--- src/rtl/dot_clock_gen.sv ---
// Dot clock generator: phase-accumulator NCO producing a registered pixel
// clock, a one-cycle strobe on each of its rising edges, and a lock flag
// that rises after a fixed number of output periods.
//
// state    | meaning
// ---------+----------------------------------------------------------
// unlocked | lock_cnt < LOCK_CYCLES; counting dot_ce pulses
// locked   | lock_cnt == LOCK_CYCLES; counter saturated, locked held
module dot_clock_gen #(
    parameter int          ACC_WIDTH   = 32,
    parameter logic [63:0] PHASE_INC   = 64'd1 << (ACC_WIDTH - 1),
    parameter int          LOCK_CYCLES = 16
) (
    input  logic board,
    input  logic rst,
    output logic dotclock,
    output logic dot_ce,
    output logic locked
);

    localparam int              MSB    = ACC_WIDTH - 1;
    localparam logic [63:0]     INC_MAX = 64'd1 << (ACC_WIDTH - 1);
    localparam logic [MSB:0]    INC    = PHASE_INC[MSB:0];
    localparam logic [15:0]     LOCK_N = 16'(LOCK_CYCLES);

    if (ACC_WIDTH < 4 || ACC_WIDTH > 48) begin : g_bad_width
        $fatal(1, "dot_clock_gen: ACC_WIDTH must be 4..48");
    end
    if (PHASE_INC < 64'd1 || PHASE_INC > INC_MAX) begin : g_bad_inc
        $fatal(1, "dot_clock_gen: PHASE_INC must be 1..2**(ACC_WIDTH-1)");
    end
    if (LOCK_CYCLES < 1 || LOCK_CYCLES > 65535) begin : g_bad_lock
        $fatal(1, "dot_clock_gen: LOCK_CYCLES must be 1..65535");
    end

    // Initial values equal reset values so an un-reset power-up looks
    // exactly like a freshly released reset.
    logic [MSB:0] acc      = '0;
    logic [MSB:0] acc_next;
    logic         dot_ce_q = 1'b0;
    logic         locked_q = 1'b0;
    logic [15:0]  lock_cnt = '0;

    // Next accumulator value; carry out of the top bit is discarded.
    always_comb begin
        acc_next = acc + INC;
    end

    // Accumulator, edge strobe and saturating lock counter.
    always_ff @(posedge board) begin
        if (rst) begin
            acc      <= '0;
            dot_ce_q <= 1'b0;
            locked_q <= 1'b0;
            lock_cnt <= '0;
        end else begin
            acc      <= acc_next;
            dot_ce_q <= ~acc[MSB] & acc_next[MSB];
            if (dot_ce_q && lock_cnt != LOCK_N) begin
                lock_cnt <= lock_cnt + 16'd1;
            end
            if (dot_ce_q && lock_cnt == LOCK_N - 16'd1) begin
                locked_q <= 1'b1;
            end
        end
    end

    // Outputs come straight off flops; dotclock is the accumulator MSB.
    assign dotclock = acc[MSB];
    assign dot_ce   = dot_ce_q;
    assign locked   = locked_q;

endmodule

--- config.mk ---
export PLATFORM = sky130hd
export DESIGN_NAME = dot_clock_gen
export DESIGN_NICKNAME = d
export VERILOG_FILES = /design/src/rtl/dot_clock_gen.sv
export SDC_FILE = /design/constraint.sdc
export NUM_CORES = 1
export LEC_CHECK = 0
export CAP_MARGIN = 40
export CORE_MARGIN = 2
export CORE_UTILIZATION = 40
export DETAILED_ROUTE_END_ITERATION = 12
export PLACE_DENSITY_LB_ADDON = 0.1
export SLEW_MARGIN = 20
export SYNTH_ARGS = -nofsm -noshare
export SYNTH_HDL_FRONTEND = slang
export SYNTH_SLANG_ARGS = --single-unit
--- constraint.sdc ---
create_clock -name board -period 2.6 [get_ports board]
set_input_delay 0.52 -clock board [delete_from_list [all_inputs] [get_ports board]]
set_output_delay 0.52 -clock board [all_outputs]
set_load 0.01 [all_outputs]
==> results of run 1 <==
[sequential cells by signal, summed over array words and instances, names as in the netlist]
name,cells
lock_cnt,16
locked,1
acc,1
[cells in the final DEF (no fill, tap or decap), types with 2 or more instances in the layout]
master	instances
inv_1	5
o21ai_0	2
a21oi_1	6
nand4_1	6
xnor2_1	2
clkdlybuf4s50_1	4
nand3_1	2
or4_1	2
dfxtp_1	18
xor2_1	5
or3_1	2
nor2_1	13
nand2_1	9
ha_1	2
o31ai_1	2
clkbuf_4	3
and4_1	2
nor4_1	2
and3_1	2
[layer usage]
layer | routed length (um) | vias up
met3 | 25 | 4
met4 | 50 | 0
met2 | 683 | 4
met1 | 874 | 325
met5 | 0 | -
li1 | - | 369
[worst min-delay path: stages (launching register included)]
cell and delay [ns]:
dfxtp_1 0.32, inv_1 0.04, a21oi_1 0.05
[logic make-up after synthesis]
| family | synth area share |
|---|---|
| AND/OR/NAND/NOR | 0.309 |
| flip-flops | 0.410 |
| AO/OA/AOI/OAI | 0.0981 |
| buffers and inverters | 0.0441 |
| XOR/XNOR | 0.0697 |
| multiplexers | 0.0412 |
| adder cells (fa/ha/maj) | 0.0284 |
[worst min path at each step]
stage / from / end / slack, ns / cells after the start
after floorplan: lock_cnt[15] / lock_cnt[15] / 0.46 / 2
after global placement: locked / locked / 0.44 / 2
after detailed placement: locked / locked / 0.44 / 2
after CTS: locked / locked / 0.45 / 2
after global routing: locked / locked / 0.49 / 2
final: locked / locked / 0.45 / 2
[power by group through the flow]
stage,sequential (mW),clock (mW),combinational [mW]
final,0.285,0.172,0.0273
after global routing,0.286,0.195,0.0302
after CTS,0.285,0.182,0.0275
after detailed placement,0.292,0,0.0274
after global placement,0.292,0,0.0269
after floorplan,0.289,0,0.0208
[synthesized netlist by cell type]
cell type  number  area [um2]
and2_1          1        6.26
nor3b_1         1        7.51
nor3_1          1        5.00
inv_1           5        18.8
buf_2           1        5.00
nand2_1         9        33.8
nand4_1         6        37.5
and4_4          1        11.3
a31o_2          1        8.76
buf_4           1        7.51
and4_1          2        17.5
o31ai_1         2        15.0
xor2_1          5        43.8
or4_1           2        15.0
ha_1            2        25.0
nor4_1          2        12.5
nand3_4         1        17.5
dfxtp_1        18         360
xnor2_1         2        17.5
nor2b_1         1        6.26
a21oi_1         6        30.0
nor2_1         13        48.8
and4_2          1        10.0
or3_2           1        7.51
nand3_1         2        10.0
or3_1           2        12.5
o21ai_0         2        10.0
mux2_2          1        11.3
o41a_2          1        12.5
clkbuf_1        2        7.51
mux2i_1         1        10.0
a32o_1          1        10.0
mux2_4          1        15.0
and3_1          2        12.5
[per-stage QoR]
step	util	setup slack, ns	instances	instance area, um2	total power [mW]
5_1_grt	0.483	0.598	132	977	0.512
4_1_cts	0.483	0.646	132	977	0.495
6_report	0.483	0.654	132	977	0.485
2_1_floorplan	-	1.06	100	880	0.310
3_3_place_gp	0.465	0.753	128	941	0.319
3_5_place_dp	0.465	0.728	128	941	0.319
[cell type report]
| class | instances | area [um2] |
|---|---|---|
| Fill cell | 205 | 1040 |
| Multi-Input combinational cell | 73 | 480 |
| Sequential cell | 18 | 360 |
| Timing Repair Buffer | 5 | 47.5 |
| Clock buffer | 4 | 36.3 |
| Tap cell | 27 | 33.8 |
| Inverter | 5 | 18.8 |
==> summary.md, run 1 <==
| Metric | Value |
|---|---|
| Outcome | `completed` |
| Crit-path leading delay family | `buffers and inverters` |
| Worst path cell trace | `clkdlybuf4s50_1` |
| Switch share | `0.220` |
| Synth unique cells | `34` |
| Clk_lat worst skew | `0.29 ns` |
| Cell count after synthesis | `100` |
| Reg-to-reg critical path startpoint | `lock_cnt[13]` |
| Crit path to | `dotclock` |
| Crit start category | `flop` |
| Die X | `50.9 um` |
| IR drop worst, VDD | `0.000238 V` |
| Global route hottest layer | `met1` |
| Sequential element share of the synthesized area | `0.410` |
| # H-tree levels | `1` |
| # rows | `16` |
| Total Neg Setup Slack | `0 ns` |
| WP buf/inv | `1` |
| Syn_area_per_cell | `8.80 um2` |
| First-pass GRT wire length | `2.95 mm` |
| Tmin final | `1.95 ns` |
| Maximum clock rate | `514 MHz` |
| Final setup viols | `0` |
| Initial core utilization | `0.435` |
| Clock root cell | `clkbuf_4` |
| Critical Path AT | `1.43 ns` |
| Setup Buffers After CTS | `0` |
| Worst-Margin Slew | `0.333 ns` |
| Crit path largest cell delay | `0.61 ns` |
| Gr ovfl total | `0` |
| CTS tree | `yes` |
| Clock Skews | `0.00332 ns` |
| Final number of hold-violating endpoints | `0` |
| DR vias | `702` |
| Diode count | `0` |
| Vias in the first global route | `632` |
| I/O pins | `5` |
| GR Layer Usage met3 | `0.0263` |
| Clk sinks | `18` |
| Slew Limit Fails | `0` |
| R2R setup slack | `0.91 ns` |
| Via density | `5.32` |
| Yosys warning count | `0` |
| Final period utilization | `0.748` |
| Comb pwr share | `0.056` |
| Stages on worst setup path | `1` |
| Slew HR | `0.777` |
| Static Leakage | `0.347 nW` |
| Chip height | `50.9 um` |
| Synth Register Bits | `18` |
| Clock network power share | `0.355` |
| Max Cap Viol | `0` |
| Slowest-stage cell, CP | `clkdlybuf4s50_1` |
| Initial antenna violation count | `0` |
| Largest net degree at the start of global routing | `13` |
| Worst-path clk slew | `0.10 ns` |
| Gr usage total | `0.156` |
| Synthesized cell area | `880 um2` |
| Syn_nets | `104` |
| Setup CP Type | `reg -> out` |
| WL/cell | `12.4 um` |
| Met2 global-route usage | `0.206` |
| R2r endpoint | `lock_cnt[0]` |
| Hold Path Class | `reg -> reg` |
| Post-DP HPWL | `1.16 mm` |
| Clk buf depth | `2` |
| CP Capture Type | `output port` |
| Post-CTS Hold Buffers | `0` |
| Net Sw Power | `0.107 mW` |
| Met1 GRT Util | `0.227` |
| Placer Congestion | `0.700` |
| Layout Nets | `110` |
| Cts repair resizes | `0` |
| DRC viols | `0` |
| WL final | `1.63 mm` |
| Die area | `2590 um2` |
| P per Cell Area | `497 nW/um2` |
| Internal power | `0.378 mW` |
| Worst Reg-to-Reg Cells | `4` |
| Flop pwr share | `0.588` |
| DR iter-0 viols | `13` |
| Core footprint | `2020 um2` |
| DR pass1 iterations | `4` |
| Layout cells sized above 1 | `0.124` |
| Routed Antenna Nets | `0` |
| Required @ worst endpoint | `2.08 ns` |
| Setup crit start | `acc[31]` |
| Area grow syn2layout | `11.1%` |
| RSZ-0062 raised after global routing | `no` |
| Hold_ws | `0.447 ns` |
| Total CTS buffers | `3` |
| IO buf count | `4` |
| CP Max Fanout | `11` |
No activity file was read; power rests on OpenSTA's default activity.
==> run 2, diff against run 1 <==
==> constraint.sdc (replaced) <==
create_clock -name board -period 1.7 [get_ports board]
set_input_delay 0.34 -clock board [delete_from_list [all_inputs] [get_ports board]]
set_output_delay 0.34 -clock board [all_outputs]
set_load 0.01 [all_outputs]
==> summary.md, run 2 (same netlist as run 1, synthesis figures left out) <==
| Metric | Value |
|---|---|
| Diode count | `0` |
| Layout cells sized above 1 | `0.252` |
| Gr ovfl total | `0` |
| Placer Congestion | `0.744` |
| Gr usage total | `0.148` |
| Worst-Margin Slew | `0.242 ns` |
| Finished Cell Area | `1080 um2` |
| Final core utilization | `0.534` |
| Biggest register | `lock_cnt` |
| RSZ-0062 raised after global routing | `no` |
| Outcome | `completed` |
| IR drop worst, VDD | `0.000397 V` |
| Worst setup margin | `0.0864 ns` |
| Layout Nets | `120` |
| WL/cell | `11.6 um` |
| Final setup viols | `0` |
| Slowest-stage cell, CP | `clkdlybuf4s50_1` |
| # H-tree levels | `1` |
| Fill cells | `209` |
| WL final | `1.65 mm` |
| Worst path cell trace | `buf_4 -> clkdlybuf4s50_1` |
| Total CTS buffers | `3` |
| IO buf count | `4` |
| DR pass1 iterations | `4` |
| Area grow syn2layout | `22.8%` |
| Clk sinks | `18` |
| Crit start category | `flop` |
| Initial core utilization | `0.435` |
| Hold Path Class | `reg -> reg` |
| CTS tree | `yes` |
| Clock Skews | `0.00373 ns` |
| Chip height | `50.9 um` |
| Post-placement setup slack | `0.0540 ns` |
| Met2 wire len | `720 um` |
| DR iter-0 viols | `16` |
| Vias in the first global route | `668` |
| Clock root cell | `clkbuf_4` |
| Die X | `50.9 um` |
| WL met3 | `52 um` |
| Commonest non-fill, non-tap cell in the layout | `dfxtp_1` |
| Placed cell areas | `1010 um2` |
| Total Neg Setup Slack | `0 ns` |
| Final number of hold-violating endpoints | `0` |
| Tmin final | `1.61 ns` |
| Static Leakage | `0.415 nW` |
| Setup CP Type | `reg -> out` |
| Post-DP HPWL | `1.26 mm` |
| I/O pins | `5` |
| Initial antenna violation count | `0` |
| M1 WL | `870 um` |
| Required @ worst endpoint | `1.36 ns` |
| Via density | `5.23` |
| Routed Antenna Nets | `0` |
| P per Cell Area | `702 nW/um2` |
| Clk buf depth | `2` |
| DRC viols | `0` |
| CP Max Fanout | `3` |
| DR vias | `742` |
| Crit path largest cell delay | `0.52 ns` |
| First-pass GRT wire length | `2.85 mm` |
| Slew HR | `0.837` |
| # rows | `16` |
| Pwr Total | `0.758 mW` |
| CP Capture Type | `output port` |
| Largest net degree at the start of global routing | `12` |
| Maximum clock rate | `620 MHz` |
| Critical Path AT | `1.27 ns` |
| Clk_lat worst skew | `0.29 ns` |
| Die area | `2590 um2` |
| Worst-path clk slew | `0.10 ns` |
| DR top layer | `met4` |
| Commonest non-fill, non-tap cells in the layout | `15 x dfxtp_1, 13 x nor2_1, 11 x buf_4` |
| Slew Limit Fails | `0` |
| Max reg flops | `16` |
| Post-CTS Hold Buffers | `0` |
| Core footprint | `2020 um2` |
| Final period utilization | `0.949` |
| Max Cap Viol | `0` |
==> run 2: routing by layer <==
| layer | vias up | track usage |
|---|---|---|
| li1 | 385 | - |
| met1 | 346 | 0.206 |
| met2 | 9 | 0.208 |
| met3 | 2 | 0.0380 |
| met4 | 0 | 0.0766 |
| met5 | - | 0 |
==> run 2: area by class of cell <==
class	instances	area, um2	area share
timing repair buffer	15	125	0.116
multi-input combinational	73	499	0.462
sequential	18	367	0.340
clock buffer	4	36.3	0.0336
inverter	5	18.8	0.0174
tap	27	33.8	0.0313
==> run 2: per-stage QoR <==
| stage | hold WS [ns] | std cells |
|---|---|---|
| 2_1_floorplan | 0.459 | 100 |
| 3_3_place_gp | 0.437 | 137 |
| 3_5_place_dp | 0.444 | 137 |
| 4_1_cts | 0.459 | 141 |
| 5_1_grt | 0.498 | 142 |
| 6_report | 0.454 | 142 |
==> run 2: path summary, 6_finish.rpt <==
path / cells past startpoint / from / endpoint / slack (ns)
setup / recovery: 2 / acc[31] / dot_ce / 0.09
hold / removal: 2 / locked / locked / 0.45
setup reg to reg: 4 / lock_cnt[13] / lock_cnt[0] / 0.09
hold reg to reg: 2 / locked / locked / 0.45
==> run 2: report_power, final <==
part | switching (mW) | internal [mW] | total [mW]
Sequential | 0.00549 | 0.428 | 0.433
Clock | 0.138 | 0.131 | 0.268
Combinational | 0.0266 | 0.0297 | 0.0563
==> run 2: worst max-delay path: cells and delay by family, from the launching register on <==
kind     cells  cell delay [ns]
buf+inv      2             0.62
flops        1             0.36
==> run 2: repair_timing <==
action                     4_1_cts  5_1_grt
pin swaps                        0        1
setup endpoints to repair        2        6
buffers inserted                 0        1
resized for setup                2        7
